### config.mk
export PLATFORM = sky130hd
export DESIGN_NAME = fft_io_sched
export DESIGN_NICKNAME = d
export VERILOG_FILES = /design/src/rtl/fft_io_sched_pkg.sv /design/src/rtl/fft_out_fifo.sv /design/src/rtl/fft_io_sched.sv
export SDC_FILE = /design/constraint.sdc
export NUM_CORES = 1
export LEC_CHECK = 0
export ABC_AREA = 1
export CORE_MARGIN = 3
export CORE_UTILIZATION = 40
export CTS_BUF_LIST = sky130_fd_sc_hd__clkbuf_4 sky130_fd_sc_hd__clkbuf_8 sky130_fd_sc_hd__clkbuf_16
export CTS_CLUSTER_DIAMETER = 40
export CTS_CLUSTER_SIZE = 12
export DETAILED_ROUTE_END_ITERATION = 12
export GPL_TIMING_DRIVEN = 0
export PLACE_DENSITY_LB_ADDON = 0.15
export SYNTH_ARGS = -nofsm -noshare
export SYNTH_HDL_FRONTEND = slang
export SYNTH_HIERARCHICAL = 1
export SYNTH_SLANG_ARGS = --single-unit
export TNS_END_PERCENT = 100
### constraint.sdc
create_clock -name iCLK -period 5.7 [get_ports iCLK]
set_input_delay 1.14 -clock iCLK [delete_from_list [all_inputs] [get_ports iCLK]]
set_output_delay 1.14 -clock iCLK [all_outputs]
set_load 0.05 [all_outputs]
### src/rtl/fft_io_sched_pkg.sv
// Shared FFT defines: default word/address widths, frame-length derivation,
// output FIFO depth and the I/O scheduler state encoding.
package fft_io_sched_pkg;

    // Default per-bank RAM address width and FFT word width (incl. growth bit)
    localparam int FFT_A_BIT = 8;
    localparam int FFT_D_BIT = 17;

    // Depth of the result FIFO; the read-issue rule relies on this being 2
    localparam int FIFO_DEPTH = 2;

    // Scheduler state encoding
    typedef logic [2:0] state_t;
    localparam state_t ST_IDLE   = 3'd0;
    localparam state_t ST_LOAD   = 3'd1;
    localparam state_t ST_START  = 3'd2;
    localparam state_t ST_WAIT   = 3'd3;
    localparam state_t ST_UNLOAD = 3'd4;

    // Samples per frame: four interleaved banks of 2^a_bit words each
    function automatic int frame_len(input int a_bit);
        return 4 << a_bit;
    endfunction

endpackage

### src/rtl/fft_out_fifo.sv
// Two-entry synchronous FIFO used to decouple the banked RAM read pipeline
// from the downstream result stream.
//
// Ports:
//   clk, rst_n : clock, asynchronous active-low reset (clears storage too)
//   push, din  : write strobe and data (caller never pushes when full)
//   pop        : read strobe (caller only pops when non-empty)
//   dout       : head entry, held stable until popped
//   empty      : no entries stored
//   count      : current occupancy, 0..2
module fft_out_fifo
    import fft_io_sched_pkg::*;
#(
    parameter int W = 18
) (
    input  logic         clk,
    input  logic         rst_n,
    input  logic         push,
    input  logic [W-1:0] din,
    input  logic         pop,
    output logic [W-1:0] dout,
    output logic         empty,
    output logic [1:0]   count
);

    logic [W-1:0] mem [FIFO_DEPTH];
    logic         wr_ptr;
    logic         rd_ptr;

    always_ff @(posedge clk or negedge rst_n) begin
        if (!rst_n) begin
            for (int i = 0; i < FIFO_DEPTH; i++) begin
                mem[i] <= '0;
            end
            wr_ptr <= 1'b0;
            rd_ptr <= 1'b0;
            count  <= 2'd0;
        end else begin
            if (push) begin
                mem[wr_ptr] <= din;
                wr_ptr      <= ~wr_ptr;
            end
            if (pop) begin
                rd_ptr <= ~rd_ptr;
            end
            case ({push, pop})
                2'b10:   count <= count + 2'd1;
                2'b01:   count <= count - 2'd1;
                default: count <= count;
            endcase
        end
    end

    // A push into a non-empty FIFO lands in the other slot, so the head
    // never changes while it is waiting to be popped.
    assign dout  = mem[rd_ptr];
    assign empty = (count == 2'd0);

endmodule

### src/rtl/fft_io_sched.sv
// FFT I/O scheduler: loads one frame of ADC samples into four interleaved
// RAM banks, pulses the FFT core start, waits for the core to finish, then
// streams the real results back out in natural index order.
//
// Ports:
//   iCLK, iRESET        : clock, asynchronous active-low reset
//   iEN                 : arm request, sampled only while idle
//   iDATA/iVALID/oREADY : ADC sample stream in
//   oDATA/oADDR_WR/oWE  : bank write port (address shared, one-hot enable)
//   oADDR_RD            : bank read address (shared by all banks)
//   oSTART              : one-cycle FFT start pulse
//   iFFT_RDY            : FFT core done level (rising edge is used)
//   iRE_0..iRE_3        : bank read data, valid one cycle after oADDR_RD
//   oDATA_RE/oVALID/iREADY/oLAST : result stream out, oLAST on sample N-1
//   oBUSY               : high whenever a frame is in progress
module fft_io_sched
    import fft_io_sched_pkg::*;
#(
    parameter int A_BIT = FFT_A_BIT,
    parameter int D_BIT = FFT_D_BIT
) (
    input  logic             iCLK,
    input  logic             iRESET,
    input  logic             iEN,
    input  logic [D_BIT-2:0] iDATA,
    input  logic             iVALID,
    output logic             oREADY,
    output logic [D_BIT-2:0] oDATA,
    output logic [A_BIT-1:0] oADDR_WR,
    output logic [3:0]       oWE,
    output logic [A_BIT-1:0] oADDR_RD,
    output logic             oSTART,
    input  logic             iFFT_RDY,
    input  logic [D_BIT-1:0] iRE_0,
    input  logic [D_BIT-1:0] iRE_1,
    input  logic [D_BIT-1:0] iRE_2,
    input  logic [D_BIT-1:0] iRE_3,
    output logic [D_BIT-1:0] oDATA_RE,
    output logic             oVALID,
    input  logic             iREADY,
    output logic             oLAST,
    output logic             oBUSY
);

    localparam int             N        = frame_len(A_BIT);
    localparam int             IW       = A_BIT + 2;
    localparam logic [IW-1:0]  LAST_IDX = IW'(N - 1);

    state_t          state;
    state_t          state_nxt;
    logic [IW-1:0]   n;          // load index
    logic [IW-1:0]   k;          // unload read index
    logic            rd_done;    // index N-1 has been issued
    logic            fft_rdy_q;

    logic            accept;
    logic            rdy_edge;
    logic            pop;
    logic            issue;
    logic [2:0]      pending;
    logic [1:0]      occ;

    logic [1:0]      bank_p1;
    logic            vld_p1;
    logic            last_p1;
    logic [D_BIT-1:0] re_sel_p1;
    logic [D_BIT:0]  fifo_head;
    logic            fifo_empty;

    assign oREADY   = (state == ST_LOAD);
    assign oBUSY    = (state != ST_IDLE);
    assign accept   = oREADY && iVALID;
    assign rdy_edge = iFFT_RDY && !fft_rdy_q;
    assign pop      = oVALID && iREADY;

    // Entries that will be in the FIFO after this cycle's pop, counting the
    // read already in flight; a new read is only issued if it will fit.
    assign pending  = {1'b0, occ} + {2'b00, vld_p1} - {2'b00, pop};
    assign issue    = (state == ST_UNLOAD) && !rd_done && (pending < 3'd2);
    assign oADDR_RD = k[IW-1:2];

    always_comb begin
        state_nxt = state;
        case (state)
            ST_IDLE:   if (iEN) state_nxt = ST_LOAD;
            ST_LOAD:   if (accept && (n == LAST_IDX)) state_nxt = ST_START;
            ST_START:  state_nxt = ST_WAIT;
            ST_WAIT:   if (rdy_edge) state_nxt = ST_UNLOAD;
            ST_UNLOAD: if (pop && oLAST) state_nxt = ST_IDLE;
            default:   state_nxt = ST_IDLE;
        endcase
    end

    always_ff @(posedge iCLK or negedge iRESET) begin
        if (!iRESET) begin
            state     <= ST_IDLE;
            n         <= '0;
            k         <= '0;
            rd_done   <= 1'b0;
            fft_rdy_q <= 1'b0;
            oDATA     <= '0;
            oADDR_WR  <= '0;
            oWE       <= 4'b0000;
            oSTART    <= 1'b0;
            bank_p1   <= 2'd0;
            vld_p1    <= 1'b0;
            last_p1   <= 1'b0;
        end else begin
            state     <= state_nxt;
            fft_rdy_q <= iFFT_RDY;

            // Registered so the pulse lands the cycle after the final write
            oSTART    <= (state == ST_START);

            // Load stage: accepted sample -> bank write next cycle
            oWE <= 4'b0000;
            if (accept) begin
                oDATA    <= iDATA;
                oADDR_WR <= n[IW-1:2];
                oWE      <= 4'b0001 << n[1:0];
                if (n != LAST_IDX) begin
                    n <= n + IW'(1);
                end
            end

            // Read stage p0 -> p1: address out now, bank data returns next cycle
            vld_p1 <= issue;
            if (issue) begin
                bank_p1 <= k[1:0];
                last_p1 <= (k == LAST_IDX);
                if (k == LAST_IDX) begin
                    rd_done <= 1'b1;
                end else begin
                    k <= k + IW'(1);
                end
            end

            // Counters are zero whenever the scheduler sits in IDLE
            if (state_nxt == ST_IDLE) begin
                n       <= '0;
                k       <= '0;
                rd_done <= 1'b0;
            end
        end
    end

    // Read stage p1: pick the returning bank and push into the result FIFO
    always_comb begin
        case (bank_p1)
            2'd0:    re_sel_p1 = iRE_0;
            2'd1:    re_sel_p1 = iRE_1;
            2'd2:    re_sel_p1 = iRE_2;
            default: re_sel_p1 = iRE_3;
        endcase
    end

    fft_out_fifo #(
        .W (D_BIT + 1)
    ) u_fifo (
        .clk   (iCLK),
        .rst_n (iRESET),
        .push  (vld_p1),
        .din   ({last_p1, re_sel_p1}),
        .pop   (pop),
        .dout  (fifo_head),
        .empty (fifo_empty),
        .count (occ)
    );

    assign oVALID   = !fifo_empty;
    assign oLAST    = fifo_head[D_BIT];
    assign oDATA_RE = fifo_head[D_BIT-1:0];

endmodule
==> results.json, run 1 <==
{
  "internal_power_mw": 1.446,
  "place_congestion": 0.8532,
  "irDropWorstVdd_mv": 0.1912,
  "synth_sequential_area_ratio": 0.4732,
  "postSynthRegisterBits": 98,
  "detail_route.first_pass.iterations": 4,
  "layout.cells.non_filler": 986,
  "grt_overflow": 0,
  "clockRootBuffer": "sky130_fd_sc_hd__clkbuf_16",
  "hold_path_class": "register to register",
  "dp.cells": 971,
  "row_count": 40,
  "clk_latency_ns": 0.34,
  "final_ant_viol_nets": 0,
  "dp.final_hpwl_mm": 10.68,
  "layout.nets": 912,
  "coreArea_mm2": 0.01231,
  "max-clock-path-buffers": 2,
  "cts.htree.levels": 3,
  "power.net_switching_uw": 965.0,
  "placed_cell_area_mm2": 0.006889,
  "chipHeight_um": 119.8,
  "largest_delay_contributor_family_on_the_critical_path": "buffers and inverters",
  "min_delay_path_depth": 2,
  "cts_buffers": 9,
  "synthesis.area_per_instance_um2": 7.912,
  "post-route-cell-area_mm2": 0.007179,
  "tritoncts": "yes",
  "crit_arrival_ns": 2.42,
  "timing.final.crit_share": 0.6242,
  "worst-setup-path-type": "register to output port",
  "post-cts-setup-buffer-count": 0,
  "syn_area_mm2": 0.005182,
  "final_layout_size_suffix_gt1_frac": 0.1064,
  "power_per_cell_area_mw_per_mm2": 335.8,
  "p_leak_nw": 3.509,
  "crit_slowest_cell": "sky130_fd_sc_hd__clkdlybuf4s50_1",
  "resized_after_cts": 0,
  "clkSinkCount": 98,
  "slowest_cell_delay_on_critical_path_ns": 0.88,
  "tightest_pin_transition_ns": 0.8374,
  "critPathMaxFanout": 10,
  "power.share.sequential": 0.345,
  "fill_cells": 1153,
  "cp_cell_sequence": "buf_2 > clkbuf_1 > nand2_1 > o21ai_0 > clkdlybuf4s50_1",
  "floorplan.die_area_mm2": 0.01436,
  "grt_pass1_wl_mm": 23.03,
  "fmaxAchievable_mhz": 281.1,
  "synth_fp_nets": 753,
  "drv_cap": 0,
  "report.final.hold_viol_count": 0,
  "drt_wl_total_mm": 14.00,
  "detail_route.wl_per_cell_um": 14.20,
  "swShare": 0.4003,
  "initial_utilization": 0.4209,
  "fin_skew_ns": 0.009443,
  "run_status": "finished clean",
  "yosysWarnings": 6,
  "placement.io_buffers": 147,
  "cts_hold_buf": 0,
  "p_clk_frac": 0.243,
  "antenna_found_initial": 0,
  "first_global_vias": 4603,
  "yosys.cell_types.count": 35,
  "postLayoutCoreUtil": 0.5831,
  "multi_input_comb_area_mm2": 0.002192,
  "worst-endpoint-required_ns": 4.56,
  "grt_setup_unrepaired": "no",
  "type_of_element_capturing_the_critical_path": "output port",
  "post_drt_via_cell_ratio": 4.755,
  "die_x_um": 119.8,
  "setup_tns_ns": 0,
  "layout.area.seq_mm2": 0.002452,
  "io_pins": 148,
  "logic_depth_of_the_worst_path_buffers_included": 5,
  "path_clk_slew_ns": 0.06,
  "r2r_cells": 13,
  "remaining_drc_errors": 0,
  "final.min_clock_period_ns": 3.558,
  "pin_count_of_the_biggest_net_entering_global_routing": 73,
  "syn_to_final_growth_pct": 38.53,
  "worstPathBufferInverterCount": 3,
  "relSlewSlack": 0.4397,
  "grt_use_total": 0.1998,
  "final_max_slew_viol_count": 0,
  "pwr-share-comb": 0.412,
  "drt-initial-drc-count": 237,
  "num_vias": 4688,
  "report.final.setup_viol": 0,
  "antenna_cells_inserted": 0,
  "netlist_instances": 655,
  "timing.critical_path.from_type": "register"
}
## logic make-up (layout without fill, tap and decap cells)
group | after synthesis | after routing | synth area share
and+or+nand+nor | 355 | 355 | 0.3018
buffers and inverters | 116 | 279 | 0.1038
DFF | 98 | 98 | 0.4732
AOI/OAI and AO/OA | 66 | 66 | 0.08015
xor gates and xnor gates | 12 | 12 | 0.02028
adders and majority gates | 8 | 8 | 0.02076
## worst paths after layout
check / slack, ns / start / to
max reg2reg: 2.96 / u_fifo/count[1]$_DFFE_PN0P_ / k[6]$_DFFE_PN0P_
min reg2reg: 0.48 / oDATA[12]$_DFFE_PN0P_ / oDATA[12]$_DFFE_PN0P_
min: 0.48 / oDATA[12]$_DFFE_PN0P_ / oDATA[12]$_DFFE_PN0P_
max in group asynchronous: 4.31 / iRESET / n[7]$_DFFE_PN0P_
min in group asynchronous: 0.71 / iRESET / u_fifo/mem[28]$_DFFE_PN0P_
max: 2.14 / u_fifo/rd_ptr$_DFFE_PN0P_ / oLAST
## worst reg2reg max path, cell delays in order, from the launching register on
cell and delay [ns]:
sky130_fd_sc_hd__dfrtp_1 0.45, sky130_fd_sc_hd__nor2_1 0.08, sky130_fd_sc_hd__nor2_1 0.30, sky130_fd_sc_hd__ha_1 0.30, sky130_fd_sc_hd__inv_1 0.05, sky130_fd_sc_hd__nand2_1 0.05
sky130_fd_sc_hd__fa_1 0.49, sky130_fd_sc_hd__nand3_1 0.12, sky130_fd_sc_hd__nor3_4 0.38, sky130_fd_sc_hd__nand2_4 0.13, sky130_fd_sc_hd__clkinv_2 0.09, sky130_fd_sc_hd__nor2_1 0.04
sky130_fd_sc_hd__nor2_1 0.12, sky130_fd_sc_hd__nor2_2 0.04
## metal layers
layer / track usage / share of wire / routed length [µm] / vias to the layer above
li1: - / - / - / 2351
met1: 0.2481 / 0.43 / 6023 / 2190
met2: 0.3446 / 0.49 / 6872 / 130
met3: 0.04571 / 0.057 / 791 / 17
met4: 0.06514 / 0.022 / 309 / 0
met5: 0 / 0 / 0 / -
## registers in the layout, indices dropped and copies added, names as in the netlist, 2 cells and up
| name | count |
|---|---|
| oDATA | 16 |
| k | 10 |
| u_fifo/count | 2 |
| u_fifo/mem | 36 |
| oADDR_WR | 8 |
| bank_p1 | 2 |
| state | 3 |
| oWE | 4 |
| n | 10 |
## synth_stat cells
cell / count / share of area
sky130_fd_sc_hd__nand2_1: 239 / 0.17
sky130_fd_sc_hd__dfrtp_1: 98 / 0.47
sky130_fd_sc_hd__inv_1: 77 / 0.056
sky130_fd_sc_hd__o21ai_0: 44 / 0.042
sky130_fd_sc_hd__nor2_1: 31 / 0.022
sky130_fd_sc_hd__nand4_1: 27 / 0.033
sky130_fd_sc_hd__nand3_1: 24 / 0.023
sky130_fd_sc_hd__o21ai_2: 19 / 0.032
sky130_fd_sc_hd__nor2_2: 14 / 0.017
sky130_fd_sc_hd__clkbuf_1: 11 / 0.0080
sky130_fd_sc_hd__xor2_1: 10 / 0.017
sky130_fd_sc_hd__buf_4: 9 / 0.013
sky130_fd_sc_hd__ha_1: 7 / 0.017
sky130_fd_sc_hd__buf_6: 6 / 0.013
sky130_fd_sc_hd__nor3_1: 6 / 0.0058
sky130_fd_sc_hd__nand2_2: 4 / 0.0048
sky130_fd_sc_hd__buf_2: 3 / 0.0029
sky130_fd_sc_hd__inv_2: 3 / 0.0022
sky130_fd_sc_hd__buf_1: 2 / 0.0014
sky130_fd_sc_hd__clkinv_1: 2 / 0.0014
sky130_fd_sc_hd__nand2_4: 2 / 0.0043
sky130_fd_sc_hd__nand3_4: 2 / 0.0068
sky130_fd_sc_hd__nor2_4: 2 / 0.0043
sky130_fd_sc_hd__xnor2_1: 2 / 0.0034
sky130_fd_sc_hd__a21oi_1: 1 / 0.00096
sky130_fd_sc_hd__buf_12: 1 / 0.0039
sky130_fd_sc_hd__clkinv_2: 1 / 0.00096
sky130_fd_sc_hd__fa_1: 1 / 0.0039
sky130_fd_sc_hd__inv_4: 1 / 0.0012
sky130_fd_sc_hd__nand3_2: 1 / 0.0019
sky130_fd_sc_hd__nor3_4: 1 / 0.0031
sky130_fd_sc_hd__nor4_1: 1 / 0.0012
sky130_fd_sc_hd__o21ai_4: 1 / 0.0031
sky130_fd_sc_hd__o21bai_1: 1 / 0.0014
sky130_fd_sc_hd__or2_1: 1 / 0.0012
## power groups by stage
stage / sequential (mW) / combinational, mW / clock [mW]
final: 0.831 / 0.993 / 0.587
after global routing: 0.843 / 1.07 / 0.629
after CTS: 0.831 / 1.00 / 0.603
after detailed placement: 0.844 / 0.999 / 0
after global placement: 0.841 / 0.989 / 0
after floorplan: 0.940 / 0.526 / 0
## per-stage QoR
stage	hold slack, ns	power, mW	setup slack (ns)
6_report	0.4817	2.411	2.142
4_1_cts	0.4849	2.437	2.112
5_1_grt	0.5045	2.539	1.970
3_5_place_dp	0.4684	1.843	1.849
2_1_floorplan	0.4529	1.466	2.602
3_3_place_gp	0.4640	1.830	-0.09423
## final cells by class
cell class / count / area share
Multi-Input combinational cell: 441 / 0.3053
Clock inverter: 2 / 0.001394
Timing Repair Buffer: 148 / 0.2084
Sequential cell: 98 / 0.3416
Buffer: 32 / 0.03050
Inverter: 84 / 0.04444
Tap cell: 168 / 0.02928
Clock buffer: 13 / 0.03904
## placed cells by master, fill, tap and decap left out, drive strengths merged, types with 2 or more instances in the layout
cell type	synthesis	layout
clkbuf	11	24
inv	81	81
nand4	27	27
nor2	47	47
buf	21	23
nand3	27	27
xor2	10	10
dfrtp	98	98
ha	7	7
nor3	7	7
clkdlybuf4s50	0	146
nand2	245	245
o21ai	64	64
clkinv	3	5
xnor2	2	2
Note: power is estimated with default switching activity, not from simulation.
==> run 2: changes to the inputs <==
==> constraint.sdc (replaced) <==
create_clock -name iCLK -period 3.11 [get_ports iCLK]
set_input_delay 0.622 -clock iCLK [delete_from_list [all_inputs] [get_ports iCLK]]
set_output_delay 0.622 -clock iCLK [all_outputs]
set_load 0.05 [all_outputs]
==> run 2 against run 1 <==
Sequential power grew 83%; utilization grew 0.28 points; via count barely moved; highest routed layer unchanged.
==> results.json, run 2 (synthesized netlist as in run 1, its figures left out) <==
{
  "run_status": "finished clean",
  "setup_tns_ns": 0,
  "chipHeight_um": 119.8,
  "worst-setup-path-type": "register to output port",
  "syn_to_final_growth_pct": 39.21,
  "fin_skew_ns": 0.009312,
  "row_count": 40,
  "tightest_pin_transition_ns": 0.8345,
  "top_register": "u_fifo/mem",
  "detail_route.wl_per_cell_um": 14.24,
  "crit_slowest_cell": "sky130_fd_sc_hd__clkdlybuf4s50_1",
  "type_of_element_capturing_the_critical_path": "output port",
  "report.final.setup_viol": 0,
  "path_clk_slew_ns": 0.06,
  "cts.htree.levels": 3,
  "cp_cell_sequence": "buf_2 > buf_1 > nand2_1 > o21ai_0 > clkdlybuf4s50_1",
  "largest_register_ffs": 36,
  "largest_registers": "u_fifo/mem: 36 flops, oDATA: 16 flops",
  "clkSinkCount": 98,
  "timing.critical_path.from_type": "register",
  "num_vias": 4692,
  "placement.io_buffers": 147,
  "final.min_clock_period_ns": 2.960,
  "relSlewSlack": 0.4416,
  "max-clock-path-buffers": 2,
  "place_congestion": 0.8532,
  "pin_count_of_the_biggest_net_entering_global_routing": 73,
  "p_leak_nw": 3.569,
  "grt_setup_unrepaired": "no",
  "floorplan.die_area_mm2": 0.01436,
  "power_per_cell_area_mw_per_mm2": 612.4,
  "grt_use_total": 0.1998,
  "slowest_cell_delay_on_critical_path_ns": 0.85,
  "commonest_cells_after_routing_fill_and_taps_aside": "sky130_fd_sc_hd__nand2_1 (239), sky130_fd_sc_hd__clkdlybuf4s50_1 (139), sky130_fd_sc_hd__dfrtp_1 (98), sky130_fd_sc_hd__inv_1 (77), sky130_fd_sc_hd__o21ai_0 (44)",
  "layout.nets": 914,
  "crit_arrival_ns": 2.34,
  "irDropWorstVdd_mv": 0.3507,
  "r2r-start": "u_fifo/count[1]$_DFFE_PN0P_",
  "crit_start": "u_fifo/rd_ptr$_DFFE_PN0P_",
  "most_common_cell_after_layout_fill_and_taps_aside": "sky130_fd_sc_hd__nand2_1",
  "drv_cap": 0,
  "fill_cells": 1155,
  "drt_wl_total_mm": 14.07,
  "final_layout_size_suffix_gt1_frac": 0.1098,
  "drt-initial-drc-count": 236,
  "cts_buffers": 9,
  "first_global_vias": 4603,
  "final_ant_viol_nets": 0,
  "detail_route.first_pass.iterations": 4,
  "antenna_found_initial": 0,
  "worst-endpoint-required_ns": 2.49,
  "largest_delay_contributor_family_on_the_critical_path": "buffers and inverters",
  "antenna_cells_inserted": 0,
  "timing.final.crit_share": 0.9519,
  "coreArea_mm2": 0.01231,
  "final_max_slew_viol_count": 0,
  "clk_latency_ns": 0.34,
  "die_x_um": 119.8,
  "multi_input_comb_area_mm2": 0.002195,
  "worstPathBufferInverterCount": 3,
  "dp.final_hpwl_mm": 10.68,
  "initial_utilization": 0.4209,
  "fmaxAchievable_mhz": 337.8,
  "io_pins": 148,
  "critPathMaxFanout": 10,
  "finalPower_mw": 4.418,
  "hold_path_class": "input pin to async pin",
  "tritoncts": "yes",
  "grt_overflow": 0,
  "clockRootBuffer": "sky130_fd_sc_hd__clkbuf_16",
  "layout.area.seq_mm2": 0.002452,
  "cts_hold_buf": 0,
  "remaining_drc_errors": 0,
  "post_drt_via_cell_ratio": 4.749,
  "report.final.hold_viol_count": 0,
  "grt_pass1_wl_mm": 23.03
}
run 2: cell types whose count changed in the layout (fill, tap and decap cells not counted), sizes merged:
| cell | change |
|---|---|
| buf | +2 |
| clkdlybuf4s50 | -7 |
| dlymetal6s2s | +7 |
run 2: final cells by class:
class / count / share of cell area
plain buffers: 32 / 0.03035
clock buffers: 13 / 0.03885
clock inverters: 2 / 0.001387
inverters: 84 / 0.04422
multi-input cells: 441 / 0.3042
flip-flops and latches: 98 / 0.3399
well taps: 168 / 0.02914
repair buffers: 150 / 0.2119
run 2: path summary, 6_finish.rpt:
| kind | end | slack, ns | depth (start not counted) |
|---|---|---|---|
| hold / removal | u_fifo/mem[28]$_DFFE_PN0P_ | 0.20 | 1 |
| setup reg to reg | k[5]$_DFFE_PN0P_ | 0.50 | 13 |
| max in group asynchronous | n[7]$_DFFE_PN0P_ | 2.24 | 2 |
| min in group iCLK | oDATA[12]$_DFFE_PN0P_ | 0.48 | 2 |
| setup / recovery | oDATA_RE[4] | 0.15 | 5 |
| hold reg to reg | oDATA[12]$_DFFE_PN0P_ | 0.48 | 2 |
run 2: worst reg2reg max path: stages, from the launching register on:
cell and delay, ns:
sky130_fd_sc_hd__dfrtp_1 0.45, sky130_fd_sc_hd__nor2_1 0.09, sky130_fd_sc_hd__nor2_2 0.21, sky130_fd_sc_hd__ha_1 0.27, sky130_fd_sc_hd__inv_1 0.05, sky130_fd_sc_hd__nand2_1 0.05, sky130_fd_sc_hd__fa_1 0.49, sky130_fd_sc_hd__nand3_1 0.12
sky130_fd_sc_hd__nor3_4 0.34, sky130_fd_sc_hd__buf_4 0.20, sky130_fd_sc_hd__nand3_1 0.08, sky130_fd_sc_hd__nand2_1 0.07, sky130_fd_sc_hd__nand2_1 0.05, sky130_fd_sc_hd__nor2_2 0.08
run 2: what timing repair did:
action / CTS / global route
setup endpoints to repair: 0 / 9
gates resized for setup: 0 / 8
setup buffers: 0 / 2
run 2: where the power goes:
part	internal, mW	switching (mW)	leakage, nW
clock	0.623	0.456	0.147
sequential	1.41	0.118	1.12
combinational	0.618	1.20	2.31
total	2.65	1.77	3.57
run 2: stage by stage:
stage                     instance area, µm²  worst slack, ns  std cells  hold WS (ns)  utilization
after floorplan                         5182           0.5295        655        0.3264            -
after global placement                  6864           -2.166        970        0.4640       0.5575
after detailed placement                6889          -0.2228        971        0.4684       0.5596
after CTS                               7179          0.03989        986        0.1973       0.5831
after global routing                    7214         0.005949        988        0.2100       0.5860
final                                   7214           0.1496        988        0.1965       0.5860
run 2: per-layer routing:
metal,vias to the layer above,part of all wire,global-route usage
met5,-,0,0
met4,0,0.021,0.06514
met3,17,0.061,0.04571
met2,128,0.49,0.3446
met1,2193,0.43,0.2481
li1,2354,-,-
==> run 3: changes to the inputs <==
--- a/config.mk
+++ b/config.mk
@@ -8,7 +8,7 @@
 export ABC_AREA = 1
 export CORE_MARGIN = 3
 export CORE_UTILIZATION = 40
-export CTS_BUF_LIST = sky130_fd_sc_hd__clkbuf_4 sky130_fd_sc_hd__clkbuf_8 sky130_fd_sc_hd__clkbuf_16
+export CTS_BUF_LIST = sky130_fd_sc_hd__clkbuf_16
 export CTS_CLUSTER_DIAMETER = 40
 export CTS_CLUSTER_SIZE = 12
 export DETAILED_ROUTE_END_ITERATION = 12
@@ -18,4 +18,3 @@
 export SYNTH_HDL_FRONTEND = slang
 export SYNTH_HIERARCHICAL = 1
 export SYNTH_SLANG_ARGS = --single-unit
-export TNS_END_PERCENT = 100
==> run 3 against run 2 <==
Fmax increased by 0.36%; utilization fell by 0.33 points; worst hold slack improved by 0.0025 ns; cell count did not move; count of clock-buffer cells in the layout is 4 lower; flip-flop and latch count did not move; clock skew is 0.0045 ns lower.
==> results.json, run 3 (synthesized netlist as in run 1, its figures left out) <==
{
  "clk_latency_ns": 0.33,
  "commonest_cells_after_routing_fill_and_taps_aside": "sky130_fd_sc_hd__nand2_1 (239), sky130_fd_sc_hd__clkdlybuf4s50_1 (139), sky130_fd_sc_hd__dfrtp_1 (98), sky130_fd_sc_hd__inv_1 (77), sky130_fd_sc_hd__o21ai_0 (44)",
  "detail_route.first_pass.iterations": 4,
  "fmaxAchievable_mhz": 339.0,
  "path_clk_slew_ns": 0.06,
  "groute.layer.met3.usage": 0.03959,
  "row_count": 40,
  "multi_input_comb_area_mm2": 0.002195,
  "die_x_um": 119.8,
  "post_drt_via_cell_ratio": 4.744,
  "tightest_pin_transition_ns": 0.8266,
  "largest_registers": "u_fifo/mem: 36 flops, oDATA: 16 flops",
  "remaining_drc_errors": 0,
  "relSlewSlack": 0.4469,
  "layout.cells.non_filler": 988,
  "worstPathBufferInverterCount": 3,
  "final_layout_size_suffix_gt1_frac": 0.1049,
  "tritoncts": "yes",
  "slowest_cell_delay_on_critical_path_ns": 0.88,
  "place_congestion": 0.8532,
  "report.final.setup_viol": 0,
  "worst-setup-path-type": "register to output port",
  "final_max_slew_viol_count": 0,
  "crit_arrival_ns": 2.33,
  "floorplan.die_area_mm2": 0.01436,
  "antenna_cells_inserted": 0,
  "max-clock-path-buffers": 2,
  "placement.io_buffers": 147,
  "top_usage_layer": "met2",
  "final.min_clock_period_ns": 2.950,
  "largest_delay_contributor_family_on_the_critical_path": "buffers and inverters",
  "cts.htree.levels": 3,
  "first_global_vias": 4588,
  "power_per_cell_area_mw_per_mm2": 599.8,
  "timing.critical_path.from_type": "register",
  "layout.area.seq_mm2": 0.002452,
  "drv_cap": 0,
  "antenna_found_initial": 0,
  "coreArea_mm2": 0.01231,
  "run_status": "finished clean",
  "grt_setup_unrepaired": "no",
  "placed_cell_area_mm2": 0.006889,
  "num_vias": 4687,
  "use_met1": 0.2490,
  "crit_slowest_cell": "sky130_fd_sc_hd__clkdlybuf4s50_1",
  "clockRootBuffer": "sky130_fd_sc_hd__clkbuf_16",
  "grt_pass1_wl_mm": 22.96,
  "irDropWorstVdd_mv": 0.3510,
  "hold_path_class": "input pin to async pin",
  "detail_route.wl_per_cell_um": 14.16,
  "report.final.hold_viol_count": 0,
  "timing.final.crit_share": 0.9485,
  "largest_register_ffs": 36,
  "pin_count_of_the_biggest_net_entering_global_routing": 73,
  "io_pins": 148,
  "clkSinkCount": 98,
  "most_common_cell_after_layout_fill_and_taps_aside": "sky130_fd_sc_hd__nand2_1",
  "final_ant_viol_nets": 0,
  "critPathMaxFanout": 10,
  "cts_hold_buf": 0,
  "finalPower_mw": 4.303,
  "postLayoutCoreUtil": 0.5827,
  "initial_utilization": 0.4209,
  "layout.nets": 914,
  "fill_cells": 1158,
  "cp_cell_sequence": "buf_2 > buf_1 > nand2_1 > o21ai_0 > clkdlybuf4s50_1",
  "fin_skew_ns": 0.004800,
  "p_leak_nw": 3.546,
  "dp.final_hpwl_mm": 10.68,
  "drt_wl_total_mm": 13.99,
  "type_of_element_capturing_the_critical_path": "output port",
  "grt_use_total": 0.1988,
  "cts_buffers": 9,
  "worst-endpoint-required_ns": 2.49,
  "post-route-cell-area_mm2": 0.007174,
  "gr-usage-met2": 0.3482,
  "dp.cells": 971,
  "chipHeight_um": 119.8,
  "grt_overflow": 0,
  "drt-initial-drc-count": 273,
  "syn_to_final_growth_pct": 38.44,
  "top_register": "u_fifo/mem"
}
==> run 3: routing by layer <==
| metal | up-vias | routed length, µm |
|---|---|---|
| met1 | 2195 | 6024 |
| met5 | - | 0 |
| met3 | 13 | 806 |
| met4 | 0 | 191 |
| met2 | 124 | 6967 |
| li1 | 2355 | - |
==> run 3: layout make-up <==
type                            count  area share
Clock buffer                        9     0.03139
Inverter                           84     0.04447
Clock inverter                      6    0.003488
Buffer                             32     0.03052
Timing Repair Buffer              150      0.2131
Tap cell                          168     0.02930
Sequential cell                    98      0.3418
Multi-Input combinational cell    441      0.3059
==> run 3: worst register-to-register path: cells and delay by family, from the launching register on <==
family	cells	cell delay, ns
simple gates	9	1.10
flops	1	0.45
buf+inv	2	0.25
fa+ha+maj	2	0.76
==> run 3: path summary, 6_finish.rpt <==
check / slack [ns] / cells past startpoint / endpoint / startpoint
worst min-delay path: 0.20 / 1 / u_fifo/mem[28]$_DFFE_PN0P_ / iRESET
worst min register to register: 0.48 / 2 / oDATA[12]$_DFFE_PN0P_ / oDATA[12]$_DFFE_PN0P_
worst max register to register: 0.49 / 13 / k[5]$_DFFE_PN0P_ / u_fifo/count[1]$_DFFE_PN0P_
worst max-delay path: 0.16 / 5 / oDATA_RE[0] / u_fifo/rd_ptr$_DFFE_PN0P_
min in group iCLK: 0.48 / 2 / oDATA[12]$_DFFE_PN0P_ / oDATA[12]$_DFFE_PN0P_
max in group asynchronous: 2.24 / 2 / n[0]$_DFFE_PN0P_ / iRESET
==> run 3: repair_timing <==
action                     CTS  global route
setup buffers                0             2
setup endpoints to repair    0            10
resized for setup            0             8
==> run 3: where the power goes <==
part / leakage [nW] / total [mW] / switching, mW / internal [mW]
combinational: 2.31 / 1.82 / 1.20 / 0.618
clock: 0.125 / 0.965 / 0.441 / 0.524
sequential: 1.12 / 1.52 / 0.117 / 1.41
total: 3.55 / 4.30 / 1.76 / 2.55
==> run 3: through the flow <==
step | setup WS, ns | hold slack [ns] | setup TNS, ns
after floorplan | 0.5295 | 0.3264 | 0
after global placement | -2.166 | 0.4640 | -213.22
after detailed placement | -0.2228 | 0.4684 | -2.143
after CTS | 0.04121 | 0.1985 | 0
after global routing | 0.007471 | 0.2134 | 0
final | 0.1602 | 0.1990 | 0
